<file path="config.mk">
export PLATFORM = sky130hd
export DESIGN_NAME = scan_decoder
export DESIGN_NICKNAME = d
export VERILOG_FILES = /design/src/rtl/scan_decoder.sv
export SDC_FILE = /design/constraint.sdc
export NUM_CORES = 1
export LEC_CHECK = 0
export BUFFER_PORTS_ARGS = -buffer_cell sky130_fd_sc_hd__buf_2
export CAP_MARGIN = 15
export CORE_MARGIN = 10
export CORE_UTILIZATION = 30
export DETAILED_ROUTE_END_ITERATION = 6
export MAX_ROUTING_LAYER = met4
export PLACE_DENSITY = 0.6
export SETUP_SLACK_MARGIN = 0.4
export SLEW_MARGIN = 20
export SYNTH_ARGS = -nofsm -noshare
export SYNTH_HDL_FRONTEND = slang
export SYNTH_SLANG_ARGS = --single-unit
</file>
<file path="constraint.sdc">
create_clock -name clk -period 1.9 [get_ports clk]
set_input_delay 0.19 -clock clk [delete_from_list [all_inputs] [get_ports clk]]
set_output_delay 0.19 -clock clk [all_outputs]
set_load 0.01 [all_outputs]
</file>
<file path="src/rtl/scan_decoder.sv">
// Registered one-hot decoder with direct-address and autonomous scan modes.
// Scan holds each output for dwell+1 cycles and pulses wrap when the index rolls over.
module scan_decoder #(
  parameter int ADDR_WIDTH  = 2,
  parameter int DWELL_WIDTH = 4
) (
  input  logic                       clk,
  input  logic                       reset_n,
  input  logic                       enable,
  input  logic                       mode,
  input  logic                       load,
  input  logic [ADDR_WIDTH-1:0]      address,
  input  logic [DWELL_WIDTH-1:0]     dwell,
  output logic [2**ADDR_WIDTH-1:0]   out,
  output logic [ADDR_WIDTH-1:0]      current,
  output logic                       wrap
);

  localparam int N_OUT = 2**ADDR_WIDTH;
  localparam logic [ADDR_WIDTH-1:0]  LAST_IDX = {ADDR_WIDTH{1'b1}};
  localparam logic [N_OUT-1:0]       ONE_HOT0 = {{(N_OUT-1){1'b0}}, 1'b1};

  typedef enum logic [1:0] {
    IDLE   = 2'd0,
    DIRECT = 2'd1,
    SCAN   = 2'd2
  } state_e;

  state_e                  state_q, state_d;
  logic [ADDR_WIDTH-1:0]   cur_q, cur_d;
  logic [DWELL_WIDTH-1:0]  cnt_q, cnt_d;
  logic                    wrap_q, wrap_d;
  logic [N_OUT-1:0]        out_q, out_d;

  // Next-state: enable outranks mode, mode outranks load / dwell expiry.
  always_comb begin
    state_d = state_q;
    cur_d   = cur_q;
    cnt_d   = cnt_q;
    wrap_d  = 1'b0;
    case (state_q)
      IDLE: begin
        if (!enable) begin
          state_d = IDLE;
        end else if (mode) begin
          state_d = SCAN;
          cur_d   = {ADDR_WIDTH{1'b0}};
          cnt_d   = dwell;
        end else begin
          state_d = DIRECT;
          cur_d   = address;
        end
      end
      DIRECT: begin
        if (!enable) begin
          state_d = IDLE;
        end else if (mode) begin
          state_d = SCAN;
          cur_d   = {ADDR_WIDTH{1'b0}};
          cnt_d   = dwell;
        end else if (load) begin
          cur_d   = address;
        end else begin
          cur_d   = cur_q;
        end
      end
      SCAN: begin
        if (!enable) begin
          state_d = IDLE;
        end else if (!mode) begin
          state_d = DIRECT;
          cur_d   = address;
        end else if (cnt_q != {DWELL_WIDTH{1'b0}}) begin
          cnt_d   = cnt_q - DWELL_WIDTH'(1);
        end else begin
          // dwell is only sampled here and on scan entry
          cur_d   = cur_q + ADDR_WIDTH'(1);
          cnt_d   = dwell;
          wrap_d  = (cur_q == LAST_IDX);
        end
      end
      default: begin
        state_d = IDLE;
      end
    endcase
  end

  // Output select is derived from the next index so out always matches current.
  always_comb begin
    if (state_d == IDLE) begin
      out_d = {N_OUT{1'b0}};
    end else begin
      out_d = ONE_HOT0 << cur_d;
    end
  end

  // State and output registers.
  always_ff @(posedge clk or negedge reset_n) begin
    if (!reset_n) begin
      state_q <= IDLE;
      cur_q   <= {ADDR_WIDTH{1'b0}};
      cnt_q   <= {DWELL_WIDTH{1'b0}};
      wrap_q  <= 1'b0;
      out_q   <= {N_OUT{1'b0}};
    end else begin
      state_q <= state_d;
      cur_q   <= cur_d;
      cnt_q   <= cnt_d;
      wrap_q  <= wrap_d;
      out_q   <= out_d;
    end
  end

  assign out     = out_q;
  assign current = cur_q;
  assign wrap    = wrap_q;

endmodule

</file>
**Word-level counts from Yosys, hierarchy flattened**

Index checks and enable logic that the tools add are counted.

- Bits in registers: 13
- Bits of input ports: 11
- Logic and storage cells: 48

- $add $sub $neg: 2
- Eq/ne operators: 7
- Shift-type cells: 1
- Mux-type cells: 27
- Reduce and logical (&&, ||, !) cells: 6

Operator list:

| operator | count |
|---|---|
| $mux W2 | 14 |
| $mux W4 | 6 |
| $pmux W2 S3 | 2 |
| $pmux W4 S2 | 1 |
| $reduce_and A5 Y1 | 1 |
| $eq A2 B2 Y1 const B | 2 |
| $logic_not A2 Y1 | 2 |
| $mux W1 | 4 |
| $ne A2 B1 Y1 const B | 2 |
| $ne A2 B2 Y1 const B | 2 |
| $reduce_bool A4 Y1 | 1 |
| $shl A1 B2 Y4 const A | 1 |
| $sub A4 B1 Y4 const B | 1 |
| $add A2 B1 Y2 const B | 1 |
| $eq A2 B1 Y1 const B | 1 |
| $reduce_bool A2 Y1 | 1 |
| $reduce_or A2 Y1 | 1 |

**Longest topological paths before layout**

Gate-level depths: netlist of the first run.

- Depth in word-level cells: 7
- Depth in mapped cells: 8
- Depth with buffers taken out: 7

**Worst setup path after synthesis of the first run**

OpenSTA, ideal clock, no wires.

- Kind: register -> register
- Start: reg cnt_q[0]
- End: reg out_q[2] (netlist: out[2])
- Setup time: 120 ps
- Arrival time: 1874 ps
- Required time: 1780 ps
- Setup slack: -93 ps
- Stages on the path, launching flop included: 9
- Path buffers: 1
- Clock period less this slack: 1993 ps
- Path through: dfrtp_1 > inv_1 > ha_1 > or3b_1 > buf_2 > a221oi_4 > o211ai_1 > o221a_1 > and3_1

- Word-level cells in the longest chain between the ends: 7

Ends and longest elaborated chain:

| element | line | source |
|---|---|---|
| start: declaration | 31 | `logic [DWELL_WIDTH-1:0] cnt_q, cnt_d;` |
| start signal: assignment | 102 | `cnt_q <= {DWELL_WIDTH{1'b0}};` |
| start signal: assignment | 108 | `cnt_q <= cnt_d;` |
| $reduce_bool A4 Y1 | 73 | `end else if (cnt_q != {DWELL_WIDTH{1'b0}}) begin` |
| $mux W2 | 73 |  |
| $mux W2 | 70 | `end else if (!mode) begin` |
| $mux W2 | 68 | `if (!enable) begin` |
| $pmux W2 S3 | 41 | `case (state_q)` |
| $shl A1 B2 Y4 | 93 | `out_d = ONE_HOT0 << cur_d;` |
| $mux W4 | 90 | `if (state_d == IDLE) begin` |
| via out_d[2] | 33 | `logic [N_OUT-1:0] out_q, out_d;` |
| end signal: assignment | 104 | `out_q <= {N_OUT{1'b0}};` |
| end signal: assignment | 110 | `out_q <= out_d;` |
| end: declaration | 33 |  |

The timed path passes the listed nets, and every way through them passes these cells.
A chain may end at the register's enable or synchronous reset.

**Final worst setup path of the first run**

- Start: reg cnt_q[1]
- End: reg out_q[2] (netlist: out[2])

The elaborated chain is that of the path after synthesis.

==> results of run 1 <==
## flip-flops by register name, indices dropped and copies added (netlist names)
register and count:
out 4, wrap 1, state_q 2, current 2, cnt_q 4
## metal layers
| metal | wire (um) | GRT usage | vias up |
|---|---|---|---|
| met2 | 824 | 0.136 | 17 |
| met5 | 0 | - | - |
| li1 | - | - | 308 |
| met1 | 651 | 0.0822 | 296 |
| met3 | 136 | 0.0397 | 4 |
| met4 | 27 | 0.0410 | 0 |
## power groups by stage
stage	registers (mW)	clock network, mW	logic (mW)
4_1_cts	0.346	0.182	0.227
3_3_place_gp	0.348	0	0.203
3_5_place_dp	0.350	0	0.208
5_1_grt	0.353	0.196	0.258
2_1_floorplan	0.358	0	0.106
6_report	0.345	0.173	0.231
## cell type report
class	instances	share of cell area
sequential	13	0.352
multi-input combinational	46	0.377
timing repair buffer	26	0.168
tap	28	0.0379
clock buffer	4	0.0285
inverter	9	0.0366
## metrics by stage
step	setup WS (ns)	total power [mW]
after floorplan	-0.0933	0.464
after global placement	-0.112	0.551
after detailed placement	-0.114	0.558
after CTS	-0.106	0.755
after global routing	-0.229	0.807
final	-0.118	0.750
## worst max-delay path: stages, from the launching register on
cell and delay (ns):
dfrtp_1 0.39, inv_1 0.07, ha_2 0.17, or3b_4 0.40, a221oi_4 0.25, o211ai_1 0.12, o221a_2 0.33, and3_1 0.19
## logic make-up after synthesis
group | Yosys count | synth area share
buffers and inverters | 11 | 0.0640
and+or+nand+nor | 22 | 0.170
DFF | 13 | 0.475
AOI/OAI and AO/OA | 20 | 0.223
adders and majority gates | 2 | 0.0366
muxes | 2 | 0.0311
## worst max-delay path by stage
stage | start | end | slack, ns | cells after the start
after floorplan | cnt_q[0] | out[2] | -0.09 | 8
after global placement | cnt_q[0] | out[2] | -0.11 | 7
after detailed placement | cnt_q[1] | out[2] | -0.11 | 7
after CTS | cnt_q[1] | out[2] | -0.11 | 7
after global routing | cnt_q[1] | out[2] | -0.23 | 7
final | cnt_q[1] | out[2] | -0.12 | 7
## synth_stat cells, drive strengths merged
library cell / n / area, um^2
o22a: 1 / 10.0
a221oi: 1 / 26.3
o31ai: 1 / 7.51
mux2: 1 / 11.3
a21boi: 1 / 7.51
or4: 1 / 7.51
mux2i: 1 / 10.0
dfrtp: 13 / 325
a22oi: 1 / 7.51
ha: 2 / 25.0
o21ai: 5 / 25.0
buf: 2 / 10.0
nor2b: 1 / 6.26
o221a: 1 / 11.3
o32ai: 1 / 8.76
a21oi: 5 / 28.8
inv: 9 / 33.8
or2b: 1 / 7.51
a31oi: 2 / 12.5
nand2: 8 / 30.0
nand4: 1 / 6.26
or3: 1 / 6.26
and3: 1 / 6.26
nor3: 3 / 15.0
or3b: 1 / 8.76
nor2: 2 / 7.51
nor3b: 2 / 15.0
o211ai: 1 / 7.51
## repair_timing
action,in CTS,in global routing
gates cloned,0,0
buffers inserted,1,1
gates resized for setup,6,3
endpoints found under the setup margin,10,10
endpoints found under the hold margin,13,0
hold buffers,1,0
==> results.ini, run 1 <==
[grt]
gr-total-overflow = 0
grt_pass1_vias = 646
grt_pass1_wl_um = 2840
antenna_found_initial = 0
groute.usage.overall = 0.0836
grt_max_degree = 14

[critical_path]
start_kind = register
r2r_end = out[2]
arrival_ns = 2.19
crit_type = reg2reg
path_max_fanout = 5
r2r_cells = 7
critPathRequiredTime_ns = 2.07
cp-end-kind = register
r2r_start = cnt_q[1]
ff2ff_setup_slack_ns = -0.12

[routing]
first_iter_violations = 10
detail-route-antenna-nets = 0
drt-wirelength-per-cell_um = 13.0
drt_wl_total_um = 1640
dr.pass1.iters = 3
drt-vias-per-instance = 4.96
num_vias = 625
drc = 0

[clock_network]
htree_num_levels = 1
clockRootBuffer = clkbuf_4
clk_pin_slew_ns = 0.08
cts-buffers-inserted = 3
cts_tree = yes
worstSkewPairLatency_ns = 0.28
cts_sinks = 13
clockBufferDepth = 2

[worst_hold_path]
hold_path_depth = 3
hold_end = cnt_q[0]
hold_path_class = in2reg
min_from = dwell[0]

[cells_and_area]
syn_to_final_growth_pct = 34.9
final_nets = 112
diodes = 0
finalInstanceArea_um2 = 923
stdcell_count = 126
drive_above_1_share = 0.408
fillers = 226
multiInputGateArea_um2 = 348
final_common_cell = buf_2
seqCellArea_um2 = 325
fin_util = 0.421
final_cell_mix = 17 x buf_2, 13 x dfrtp_1, 9 x inv_1

[power]
pwr-share-comb = 0.309
power_leakage_nw = 0.461
swShare = 0.315
pwr-share-seq = 0.460
p_sw_mw = 0.236
ir_drop_mv = 0.417
power_frac_clock = 0.231
powerDensity_nw_per_um2 = 812
internal_power_mw = 0.514

[timing]
skew_ns = 0.00699
fmax_mhz = 496
hold_viol = 0
fin_setup_tns_ns = -0.349
worst_slack_ns = -0.118
rsz0062_at_grt = true
maxSlewHeadroom = 0.799
slew_viol_final = 0
setup_viol = 4
finalCritPeriodShare = 1.06
worstMarginPinSlew_ns = 0.301
hold_ws_ns = 0.151
period_needed_ns = 2.02

[place]
hpwl_um = 1270
place_congestion = 0.852
port-buffer-count = 17
placed_cell_area_um2 = 840
place_inst = 119

[run_status]
violations = setup timing
status = finished, violations left

[floorplanning]
coreArea_um2 = 2190
die_area_um2 = 4590
io_pins = 18
die_x_um = 67.8
die_y_um = 67.8
initial_core_util = 0.312
rows = 17

[synth]
yosys_register_bits = 13
synth_cell_types = 30
synth_warnings = 0
syn_area_per_cell_um2 = 9.78
syn_nets = 83
seq_area_frac_synth = 0.475
syn_area_um2 = 684
netlist_instances = 70

[run]
max_cap_violations = 0

Power figures use the tool's default switching activity.
==> inputs of run 2 (changes only) <==
--- a/config.mk
+++ b/config.mk
@@ -9,11 +9,11 @@
 export CAP_MARGIN = 15
 export CORE_MARGIN = 10
 export CORE_UTILIZATION = 30
+export CTS_BUF_LIST = sky130_fd_sc_hd__clkbuf_8
 export DETAILED_ROUTE_END_ITERATION = 6
 export MAX_ROUTING_LAYER = met4
 export PLACE_DENSITY = 0.6
 export SETUP_SLACK_MARGIN = 0.4
-export SLEW_MARGIN = 20
 export SYNTH_ARGS = -nofsm -noshare
 export SYNTH_HDL_FRONTEND = slang
 export SYNTH_SLANG_ARGS = --single-unit
==> run 2 against run 1 <==
The flow still finishes with violations (setup timing). Critical path type unchanged. Sequential power is essentially flat. Design area is 1.2% higher. Via count decreased by 0.64%. Clock power is 38% higher. First-iteration DRC count grew 90%. Flip-flop and latch count stayed put. Clock skew hardly changed. Sequential share of layout area down 0.42 points. Combinational power barely moved. Routed wire length up 2.2%. Cell count down 0.79%. Maximum frequency rose by 0.53%.
==> results.ini, run 2 (synthesis results as in run 1) <==
[place]
port-buffer-count = 17  ; unchanged
placed_cell_area_um2 = 840  ; unchanged
dp_slack_ns = -0.114  ; unchanged
place_inst = 119  ; unchanged
place_congestion = 0.852  ; unchanged
hpwl_um = 1270  ; unchanged

[routing]
drt-vias-per-instance = 4.97  ; was 4.96
drt_wl_total_um = 1680  ; was 1640 um
drt-wirelength-per-cell_um = 13.4  ; was 13.0 um
num_vias = 621  ; was 625
drc = 0  ; unchanged
first_iter_violations = 19  ; was 10
detail-route-antenna-nets = 0  ; unchanged
dr.pass1.iters = 4  ; was 3

[critical_path]
critPathRequiredTime_ns = 2.03  ; was 2.07 ns
r2r_start = cnt_q[1]  ; unchanged
start_kind = register  ; unchanged
path_max_fanout = 5  ; unchanged
startpoint = cnt_q[1]  ; unchanged
crit_type = reg2reg  ; unchanged
arrival_ns = 2.13  ; was 2.19 ns
cp-end-kind = register  ; unchanged

[timing]
hold_ws_ns = 0.194  ; was 0.151 ns
skew_ns = 0.00659  ; was 0.00699 ns
fin_setup_tns_ns = -0.337  ; was -0.349 ns
fmax_mhz = 498  ; was 496 MHz
finalCritPeriodShare = 1.06  ; about the same
rsz0062_at_grt = true  ; unchanged
setup_viol = 4  ; unchanged
period_needed_ns = 2.01  ; was 2.02 ns
slew_viol_final = 0  ; unchanged
maxSlewHeadroom = 0.798  ; was 0.799
hold_viol = 0  ; unchanged
worstMarginPinSlew_ns = 0.304  ; was 0.301 ns
worst_slack_ns = -0.107  ; was -0.118 ns

[floorplanning]
coreArea_um2 = 2190  ; unchanged
rows = 17  ; unchanged
die_y_um = 67.8  ; unchanged
die_area_um2 = 4590  ; unchanged
initial_core_util = 0.312  ; unchanged
io_pins = 18  ; unchanged
die_x_um = 67.8  ; unchanged

[worst_hold_path]
hold_path_class = in2reg  ; unchanged
min_from = dwell[0]  ; unchanged

[clock_network]
worstSkewPairLatency_ns = 0.24  ; was 0.28 ns
htree_num_levels = 1  ; unchanged
clk_pin_slew_ns = 0.06  ; was 0.08 ns
clockRootBuffer = clkbuf_8  ; was clkbuf_4
cts_sinks = 13  ; unchanged
clockBufferDepth = 2  ; unchanged
cts_tree = yes  ; unchanged
cts-buffers-inserted = 3  ; unchanged

[grt]
antenna_found_initial = 0  ; unchanged
groute.usage.overall = 0.0799  ; was 0.0836
gr-total-overflow = 0  ; unchanged
grt_pass1_wl_um = 2740  ; was 2840 um
grt_max_degree = 14  ; unchanged
grt_pass1_vias = 639  ; was 646

[cells_and_area]
final_cell_mix = 17 x buf_2, 13 x dfrtp_1, 10 x inv_1  ; was 17 x buf_2, 13 x dfrtp_1, 9 x inv_1
fin_util = 0.427  ; was 0.421
stdcell_count = 125  ; was 126
drive_above_1_share = 0.402  ; was 0.408
finalInstanceArea_um2 = 935  ; was 923 um^2
diodes = 0  ; unchanged
final_common_cell = buf_2  ; unchanged
final_nets = 111  ; was 112
syn_to_final_growth_pct = 36.6  ; was 34.9%

[power]
powerDensity_nw_per_um2 = 873  ; was 812 nW/um^2
swShare = 0.296  ; was 0.315
pwr-share-seq = 0.425  ; was 0.460
power_leakage_nw = 0.468  ; was 0.461 nW
p_sw_mw = 0.242  ; was 0.236 mW
power_frac_clock = 0.291  ; was 0.231
p_total_mw = 0.816  ; was 0.750 mW
ir_drop_mv = 0.485  ; was 0.417 mV
pwr-share-comb = 0.284  ; was 0.309
internal_power_mw = 0.574  ; was 0.514 mW

[run_status]
violations = setup timing  ; unchanged
status = finished, violations left  ; unchanged

[run]
max_cap_violations = 0  ; unchanged

-- run 2: changes by cell type in the layout (fill, tap and decap cells not counted), sizes merged --
cell	delta
buf	-1
clkbuf	-1
inv	+1
-- run 2: worst max-delay path, stage by stage, from the launching register on --
cell      delay [ns]
dfrtp_1         0.38
inv_1           0.07
ha_2            0.17
or3b_4          0.40
a221oi_4        0.24
o211ai_1        0.12
o221a_2         0.32
and3_1          0.19
-- run 2: repair_timing --
action                     in CTS  in global routing
pin swaps                       0                  1
setup endpoints to repair      10                 10
gates resized for setup         6                  3
hold endpoints to repair       13                  0
gates cloned                    0                  0
hold buffers                    1                  0
setup buffers                   1                  0
-- run 2: cell type report --
cell class | count | area (um^2)
clock inverters | 1 | 3.75
repair buffers | 25 | 148
flip-flops and latches | 13 | 325
well taps | 28 | 35.0
multi-input cells | 46 | 348
inverters | 9 | 33.8
fillers | 223 | 1260
clock buffers | 3 | 41.3
-- run 2: per-layer routing --
layer	routed length (um)	global-route usage	up-vias	share of wire
li1	-	-	304	-
met1	658	0.0803	295	0.39
met2	858	0.135	19	0.51
met4	10	0.0231	0	0.0060
met3	146	0.0380	3	0.087
met5	0	-	-	0
-- run 2: final timing paths --
path	end	slack (ns)	cells after the start
min reg2reg	cnt_q[3]	0.56	2
max reg2reg	out[2]	-0.11	7
min in group asynchronous	state_q[1]	0.36	2
min	cnt_q[0]	0.19	3
max in group asynchronous	out[3]	1.30	2
max	out[2]	-0.11	7
-- run 2: power by group through the flow --
stage                     Combinational (mW)  Clock [mW]  Sequential, mW
after floorplan                        0.106           0           0.358
after global placement                 0.203           0           0.348
after detailed placement               0.208           0           0.350
after CTS                              0.227       0.248           0.347
after global routing                   0.258       0.265           0.353
final                                  0.232       0.238           0.347
